$ cat src/rtl/pwl_pkg.sv
// Shared types for the piecewise-linear activation unit: segment entry, reset entry,
// and the saturating helpers used by the output stage.
package pwl_pkg;

  localparam int PWL_DATA_W  = 16;
  localparam int PWL_SHIFT_W = 4;

  typedef struct packed {
    logic [PWL_DATA_W-1:0]  bp;
    logic [PWL_SHIFT_W-1:0] shift;
    logic                   zero;
    logic [PWL_DATA_W-1:0]  bias;
  } seg_entry_t;

  // Cleared table answers 0 for every input until software programs it.
  localparam seg_entry_t SEG_RESET = '{bp: '0, shift: '0, zero: 1'b1, bias: '0};

  function automatic logic [PWL_DATA_W-1:0] sat_data(input logic signed [PWL_DATA_W+1:0] v);
    logic signed [PWL_DATA_W+1:0] maxv;
    logic signed [PWL_DATA_W+1:0] minv;
    maxv = {3'b000, {(PWL_DATA_W-1){1'b1}}};
    minv = {3'b111, {(PWL_DATA_W-1){1'b0}}};
    if (v > maxv) return maxv[PWL_DATA_W-1:0];
    if (v < minv) return minv[PWL_DATA_W-1:0];
    return v[PWL_DATA_W-1:0];
  endfunction

  function automatic logic [PWL_DATA_W-1:0] neg_sat(input logic [PWL_DATA_W-1:0] v);
    if (v == {1'b1, {(PWL_DATA_W-1){1'b0}}}) return {1'b0, {(PWL_DATA_W-1){1'b1}}};
    return -v;
  endfunction

endpackage

$ cat src/rtl/pwl_seg_select.sv
// Segment index: counts breakpoints bp[1..SEG_N-1] that x meets or exceeds (signed).
// Purely combinational; sits inside the first pipeline stage.
module pwl_seg_select #(
  parameter int DATA_W = 16,
  parameter int SEG_N  = 16,
  parameter int K_W    = $clog2(SEG_N)
) (
  input  logic [DATA_W-1:0]           x,
  input  logic [(SEG_N-1)*DATA_W-1:0] bp_hi,
  output logic [K_W-1:0]              k
);

  logic [SEG_N-2:0] ge;

  for (genvar g = 0; g < SEG_N-1; g++) begin : g_cmp
    assign ge[g] = $signed(x) >= $signed(bp_hi[g*DATA_W +: DATA_W]);
  end

  always_comb begin
    k = '0;
    for (int i = 0; i < SEG_N-1; i++) begin
      k = k + K_W'(ge[i]);
    end
  end

endmodule

$ cat src/rtl/pwl_act_unit.sv
// Pipelined PWL activation y = bias[k] + ((x - bp[k]) >>> shift[k]), 3-cycle latency, global stall on out_ready.
// Optional odd-symmetric mode (table covers x >= 0, sign reapplied at output) via PWL_ODD_SYM_EN.
module pwl_act_unit
  import pwl_pkg::*;
#(
  parameter int DATA_W  = PWL_DATA_W,
  parameter int FRAC_W  = 8,
  parameter int SEG_N   = 16,
  parameter int SHIFT_W = PWL_SHIFT_W
) (
  input  logic                     clk,
  input  logic                     rst,
  input  logic                     in_valid,
  output logic                     in_ready,
  input  logic [DATA_W-1:0]        in_x,
  output logic                     out_valid,
  input  logic                     out_ready,
  output logic [DATA_W-1:0]        out_y,
  input  logic                     tbl_we,
  input  logic [$clog2(SEG_N)-1:0] tbl_addr,
  input  logic [DATA_W-1:0]        tbl_bp,
  input  logic [SHIFT_W-1:0]       tbl_shift,
  input  logic                     tbl_zero,
  input  logic [DATA_W-1:0]        tbl_bias
);

  localparam int K_W = $clog2(SEG_N);
  localparam logic [DATA_W-1:0] DMAX = {1'b0, {(DATA_W-1){1'b1}}};
  localparam logic [DATA_W-1:0] DMIN = {1'b1, {(DATA_W-1){1'b0}}};

  // Entry field widths are fixed by pwl_pkg; reject any parameter set that disagrees.
  if (DATA_W != PWL_DATA_W || SHIFT_W != PWL_SHIFT_W || FRAC_W >= DATA_W || SEG_N < 2) begin : g_param_check
    $error("pwl_act_unit: unsupported parameter set");
  end

  seg_entry_t tbl [SEG_N];

  always_ff @(posedge clk) begin
    if (rst) begin
      for (int i = 0; i < SEG_N; i++) tbl[i] <= SEG_RESET;
    end else if (tbl_we) begin
      tbl[tbl_addr] <= '{bp: tbl_bp, shift: tbl_shift, zero: tbl_zero, bias: tbl_bias};
    end
  end

  logic adv;
  logic s1_vld, s2_vld, s3_vld;

  assign adv       = !s3_vld || out_ready;
  assign in_ready  = adv;
  assign out_valid = s3_vld;

  logic [DATA_W-1:0] xs;
`ifdef PWL_ODD_SYM_EN
  logic x_neg;
  logic s1_neg, s2_neg;
  assign x_neg = in_x[DATA_W-1];
  always_comb begin
    xs = in_x;
    if (x_neg) xs = (in_x == DMIN) ? DMAX : -in_x;
  end
`else
  assign xs = in_x;
`endif

  logic [(SEG_N-1)*DATA_W-1:0] bp_hi;
  for (genvar g = 1; g < SEG_N; g++) begin : g_bp
    assign bp_hi[(g-1)*DATA_W +: DATA_W] = tbl[g].bp;
  end

  logic [K_W-1:0] k;
  pwl_seg_select #(
    .DATA_W(DATA_W),
    .SEG_N (SEG_N),
    .K_W   (K_W)
  ) u_sel (
    .x    (xs),
    .bp_hi(bp_hi),
    .k    (k)
  );

  seg_entry_t        sel;
  seg_entry_t        s1_ent;
  logic [DATA_W-1:0] s1_x;
  assign sel = tbl[k];

  // Difference is one bit wider so x - bp never wraps before the shift.
  logic signed [DATA_W:0] d;
  logic signed [DATA_W:0] sh;
  logic signed [DATA_W:0] s;
  always_comb begin
    d  = $signed({s1_x[DATA_W-1], s1_x}) - $signed({s1_ent.bp[DATA_W-1], s1_ent.bp});
    sh = d >>> s1_ent.shift;
    s  = s1_ent.zero ? '0 : sh;
  end

  logic [DATA_W:0]          s2_s;
  logic [DATA_W-1:0]        s2_bias;
  logic signed [DATA_W+1:0] r;
  logic [DATA_W-1:0]        y;
  always_comb begin
    r = $signed({s2_s[DATA_W], s2_s}) + $signed({{2{s2_bias[DATA_W-1]}}, s2_bias});
    y = sat_data(r);
`ifdef PWL_ODD_SYM_EN
    if (s2_neg) y = neg_sat(y);
`endif
  end

  always_ff @(posedge clk) begin
    if (rst) begin
      s1_vld  <= 1'b0;
      s2_vld  <= 1'b0;
      s3_vld  <= 1'b0;
      s1_x    <= '0;
      s1_ent  <= SEG_RESET;
      s2_s    <= '0;
      s2_bias <= '0;
      out_y   <= '0;
`ifdef PWL_ODD_SYM_EN
      s1_neg  <= 1'b0;
      s2_neg  <= 1'b0;
`endif
    end else if (adv) begin
      s1_vld  <= in_valid;
      s2_vld  <= s1_vld;
      s3_vld  <= s2_vld;
      s1_x    <= xs;
      s1_ent  <= sel;
      s2_s    <= s;
      s2_bias <= s1_ent.bias;
      out_y   <= y;
`ifdef PWL_ODD_SYM_EN
      s1_neg  <= x_neg;
      s2_neg  <= s1_neg;
`endif
    end
  end

endmodule

$ cat config.mk
export PLATFORM = sky130hd
export DESIGN_NAME = pwl_act_unit
export DESIGN_NICKNAME = d
export VERILOG_FILES = /design/src/rtl/pwl_pkg.sv /design/src/rtl/pwl_seg_select.sv /design/src/rtl/pwl_act_unit.sv
export SDC_FILE = /design/constraint.sdc
export NUM_CORES = 2
export LEC_CHECK = 0
export CORE_ASPECT_RATIO = 0.9
export CORE_MARGIN = 2
export CORE_UTILIZATION = 57
export DETAILED_ROUTE_END_ITERATION = 10
export PLACE_DENSITY = 0.77
export SYNTH_ARGS = -nofsm -noshare
export SYNTH_HDL_FRONTEND = slang
export SYNTH_SLANG_ARGS = --single-unit
$ cat constraint.sdc
create_clock -name clk -period 7.59 [get_ports clk]
set_input_delay 0.759 -clock clk [delete_from_list [all_inputs] [get_ports clk]]
set_output_delay 0.759 -clock clk [all_outputs]
set_load 0.02 [all_outputs]
Yosys cells after proc, flatten, opt, wreduce, memory -nomap -nowiden --
Memories as Yosys holds them, arrays and structs flattened. A register that Yosys moved wholly into a read port is not among the register bits. Cells that the tools add are included.
Cells by class: add/subtract/negate cells 16, shift operators 1, muxes and demuxes 16, reduce and logical (&&, ||, !) cells 3, order comparisons 17
Operators by type and width (number):
- >= comparator 16 bit | 15
- two-way mux 16 bit | 4
- adder 4 x 1 -> 4 bit | 13
- two-way mux 37 bit | 1
- OR reduction 37 bit | 1
- adder 17 x 16 -> 18 bit | 1
- > comparator 18 x 16 -> 1 bit (second input constant) | 1
- less-than comparator 18 x 16 -> 1 bit (second input constant) | 1
- two-way mux 17 bit | 1
- >>> shifter 17 x 4 -> 17 bit | 1
- subtractor 16 x 16 -> 17 bit | 1
- two-way mux 1 bit | 9
- two-way mux 4 bit | 1
- adder 1 x 1 -> 2 bit | 1
- logical NOT 1 bit | 1
- logical OR 1 bit | 1
Word-level totals: register bits 68, memory bits (writable) 592, memories 1, input port bits 62, word-level logic and storage cells 61
Memory list:
- tbl | depth 16, width 37, read ports 16, clocked after Yosys merged registers in 1, wr ports 16, line pwl_act_unit.sv:36 | seg_entry_t tbl [SEG_N];

Depth between registers and ports, before layout --
An unclocked memory read counts as a cell.
depth in word-level cells 16, mapped depth 29, depth with buffers taken out 27

Hierarchy --
From an unflattened synthesis, not the netlist that was laid out.
Second synthesis, totals: cells, all modules 3191, area, all modules 39028.7 um^2
Modules (own cells, without submodules):
- pwl_act_unit | times used 1, cells each 2337, seq. area each 19879.1 um^2, area an instance 32651.3 um^2
- pwl_seg_select | times used 1, cells each 854, seq. area each 0.0 um^2, area an instance 6377.4 um^2

Least setup slack after synthesis --
Ideal clock, no wire load.
path kind input-to-reg, start point input in_x[0], end point register, netlist name s1_ent[16], slack -0.050 ns, arrival 7.508 ns, stages 28, path through inv_1 -> ha_1 -> nor2b_1 -> o21a_1 -> o21a_1 -> o21a_1 -> o21a_1 -> o21ai_0 -> a21oi_1 -> o221ai_1 -> o41ai_1 -> ha_1 -> inv_1 -> fa_1 -> fa_1 -> fa_1 -> fa_1 -> inv_1 -> ha_1 -> fa_1 -> clkbuf_1 -> buf_2 -> clkbuf_1 -> clkbuf_1 -> mux4_2 -> mux4_2 -> nand2_1 -> nand3_1
Between the ends: word-level cells in the longest chain between the ends 15, elaborated cells between the ends (all ways) 29, those cells by class add/sub (14); order compare (15)
RTL lines:
- start: declaration | line pwl_act_unit.sv:15 | input logic [DATA_W-1:0] in_x,
- >= comparator 16 bit | line pwl_seg_select.sv:16 | assign ge[g] = $signed(x) >= $signed(bp_hi[g*DATA_W +: DATA_W]);
- adder 1 x 1 -> 2 bit | line pwl_seg_select.sv:22 | k = k + K_W'(ge[i]);
- adder 4 x 1 -> 4 bit (12 in series) | line pwl_seg_select.sv:22
- adder 4 x 1 -> 4 bit (*) | line pwl_seg_select.sv:22
Mark *: on every way between the ends. The rest lies on a longest branch, timed or not. A chain may end at the register's enable or synchronous reset.

Worst setup path after layout --
start point input in_x[13], end point register, netlist name s1_ent[25]
Between the ends: word-level cells in the longest chain between the ends 15, elaborated cells between the ends (all ways) 29, those cells by class add/sub (14); order compare (15)
RTL lines (line):
- >= comparator 16 bit | pwl_seg_select.sv:16
- adder 1 x 1 -> 2 bit | pwl_seg_select.sv:22
- adder 4 x 1 -> 4 bit (12 in series) | pwl_seg_select.sv:22
- adder 4 x 1 -> 4 bit (*) | pwl_seg_select.sv:22
Marks and branches as above.

==> results.cfg <==
[run_status]
status = completed

[worst_setup_path]
crit_arrival_ns = 7.99
path_buf_inv = 4
cpLargestDelayFamily = adder cells
worst_r2r_startpoint = tbl[2][22]$_SDFFCE_PN0P_
r2r_end = s1_ent[25]$_SDFFE_PP0P_
crit_type = input port to flop
cpPeakStageDelay_ns = 1.00
crit_slowest_cell = fa_4
crit_cells = 22
end_kind = flop
r2r_slack_ns = 0.27
cp_cell_sequence = clkdlybuf4s50_1, ha_1, a21o_1, nand2_1, nand3_1, a211o_4, o221ai_2, o41ai_1, ha_1, inv_1, fa_1, fa_1, fa_1, fa_1, inv_1, ha_4, fa_4, clkbuf_16, mux4_2, mux4_2, nand2_1, a21oi_1
r2r_cells = 25
critPathRequiredTime_ns = 8.07
critical_path_peak_fanout = 7
crit_top_cell = fa_1
start_kind = input port

[die]
die_x_um = 279
core-area_um2 = 67300
start_util_pct = 57.8
dieArea_um2 = 70400
die_height_um = 252
row_count = 90
ios = 80

[synth]
syn_area_um2 = 38900
yosysUniqueCellTypes = 78
ys_seq_area_share_pct = 51.1
synth-edff-count = 592
synth_area_per_cell_um2 = 12.0
syn_nets = 3584
ys_ff_latch = 697
async_flop_share_pct = 0
synthCells = 3232
ys_warn_count = 0
ys.flop_type = edfxtp_1

[detailed_routing]
drt-initial-drc-count = 3844
drtAntennaViolNets = 0
drc = 0
first_pass_iters = 8
via_per_inst = 6.43
wl_per_cell_um = 28.6
routed-via-count = 27856
drt_wl_total_mm = 124

[global_routing]
grt_pass1_vias = 27415
antenna_found_initial = 8
grt_first_pass_wirelength_mm = 180
grt.overflow.total = 0
use_met2_pct = 54.0
use_met1_pct = 48.7
grt.busiest_layer = met2
grt_max_degree = 54
grt_usage_pct = 35.3
grtUsageMet3_pct = 10.3

[final_layout]
seqCellArea_um2 = 19900
final_nets = 3745
final_util_pct = 66.3
area_growth_pct = 14.8
final_cell_mix = edfxtp_1, and2_1, ha_1
layout_commonest_cell = edfxtp_1
antenna_cells = 0
multi_input_comb_area_um2 = 17600
drive_gt1_share_pct = 16.6
final.fill_count = 4828

[min_path]
hold_end = s2_vld$_SDFFE_PP0P_
hold_start = s1_vld$_SDFFE_PP0P_
hp-class = flop to flop
min_delay_path_depth = 2

[timing]
fmax_mhz = 133
min_period_ns = 7.51
relSlewSlack_pct = 13.1
setup_violations = 0
finClkSkew_ns = 0.0379
max_slew.worst_pin.slew_ns = 1.30
hold_viol_final = 0
setup_tns_ns = 0
period_share_pct = 98.9
drv_slew = 0

[cts]
tritoncts = done
cts-htree-levels = 3
clockBufferDepth = 3
clkSlewWorstSetupHoldPaths_ns = 0.06
cts.sinks = 697
clockRootBuffer = clkbuf_16
numCtsBuffers = 75
insertion_delay_ns = 0.65

[place]
gp_congestion = 0.972
hpwl_mm = 82.7
port_buffers = 79

[job]
drv_cap = 0
-- final cells by class --
| class | count | share of cell area (%) |
|---|---|---|
| Clock buffer | 100 | 4.52 |
| Sequential cell | 697 | 44.5 |
| Tap cell | 874 | 2.45 |
| Timing Repair Buffer | 268 | 5.68 |
| Inverter | 277 | 2.33 |
| Clock inverter | 40 | 1.14 |
| Multi-Input combinational cell | 2074 | 39.4 |
-- cell usage after synthesis, drive strengths merged (15+ instances only) --
cell / number / share of area (%)
edfxtp: 592 / 46
and2: 583 / 9.4
ha: 279 / 9.0
inv: 273 / 2.6
nand2: 214 / 2.1
mux4: 188 / 11
a21oi: 165 / 2.1
clkbuf: 156 / 1.5
dfxtp: 105 / 5.4
nor2: 91 / 0.88
o21ai: 81 / 1.1
a21o: 46 / 0.89
nand4: 42 / 0.67
a211oi: 40 / 0.82
nand2b: 36 / 0.58
nor2b: 34 / 0.55
nand3: 29 / 0.37
nor3: 29 / 0.39
buf: 28 / 0.33
o21a: 24 / 0.46
a31oi: 19 / 0.34
or3: 15 / 0.24
-- what timing repair did --
action / 4_1_cts / 5_1_grt
gates resized for setup: 2 / 24
buffers inserted: 0 / 1
cloned: 0 / 3
pin swaps: 0 / 10
endpoints found under the setup margin: 32 / 37
hold buffers: 0 / 0
-- worst max-delay path by stage --
stage                  start                      end  slack [ns]
finish              in_x[13]  s1_ent[25]$_SDFFE_PP0P_        0.08
global route        in_x[13]  s1_ent[22]$_SDFFE_PP0P_       -0.01
CTS                  in_x[1]   s1_ent[0]$_SDFFE_PP0P_        0.02
detailed placement   in_x[0]   s1_ent[0]$_SDFFE_PP0P_       -0.75
global placement     in_x[0]   s1_ent[1]$_SDFFE_PP0P_       -0.65
floorplan            in_x[0]  s1_ent[16]$_SDFFE_PP1P_        0.07
-- logic make-up after synthesis --
family,share of synthesized area (%)
DFF,51.1
and+or+nand+nor,15.7
buffers and inverters,4.51
adders and majority gates,9.53
AOI/OAI and AO/OA,7.38
muxes,11.2
xor gates and xnor gates,0.559
-- metrics by stage --
stage               setup WS, ns  instance area (um^2)  hold WS (ns)  instances
floorplan                 0.0740                 38900         0.422       3232
global placement          -0.654                 41900         0.438       4186
detailed placement        -0.747                 41900         0.444       4186
CTS                       0.0198                 44500         0.453       4326
global route             -0.0110                 44700         0.467       4330
finish                    0.0834                 44700         0.446       4330
-- worst reg2reg max path: cells and delay by family (launching register included) --
kind                     cells  cell delay [ns]
AO/OA/AOI/OAI                9             1.31
adder cells (fa/ha/maj)      8             3.76
buffers and inverters        4             0.49
flip-flops                   1             0.41
multiplexers                 2             1.00
AND/OR/NAND/NOR              2             0.22
-- flip-flops by register name, indices dropped and copies added, names as in the netlist --
register / flops
out_y: 16
s2_bias: 16
out_valid: 1
s1_ent: 37
tbl: 592
s2_vld: 1
s2_s: 17
s1_x: 16
s1_vld: 1
-- metal layers --
metal | wire length [um] | vias to the layer above
met2 | 55300 | 1892
met5 | 51 | -
met3 | 17000 | 347
met4 | 4660 | 8
li1 | - | 11955
met1 | 46900 | 13654
Power is left out: the tool's default activity adds up to more than one toggle a clock period on the data nets, which glitch-free logic cannot reach.
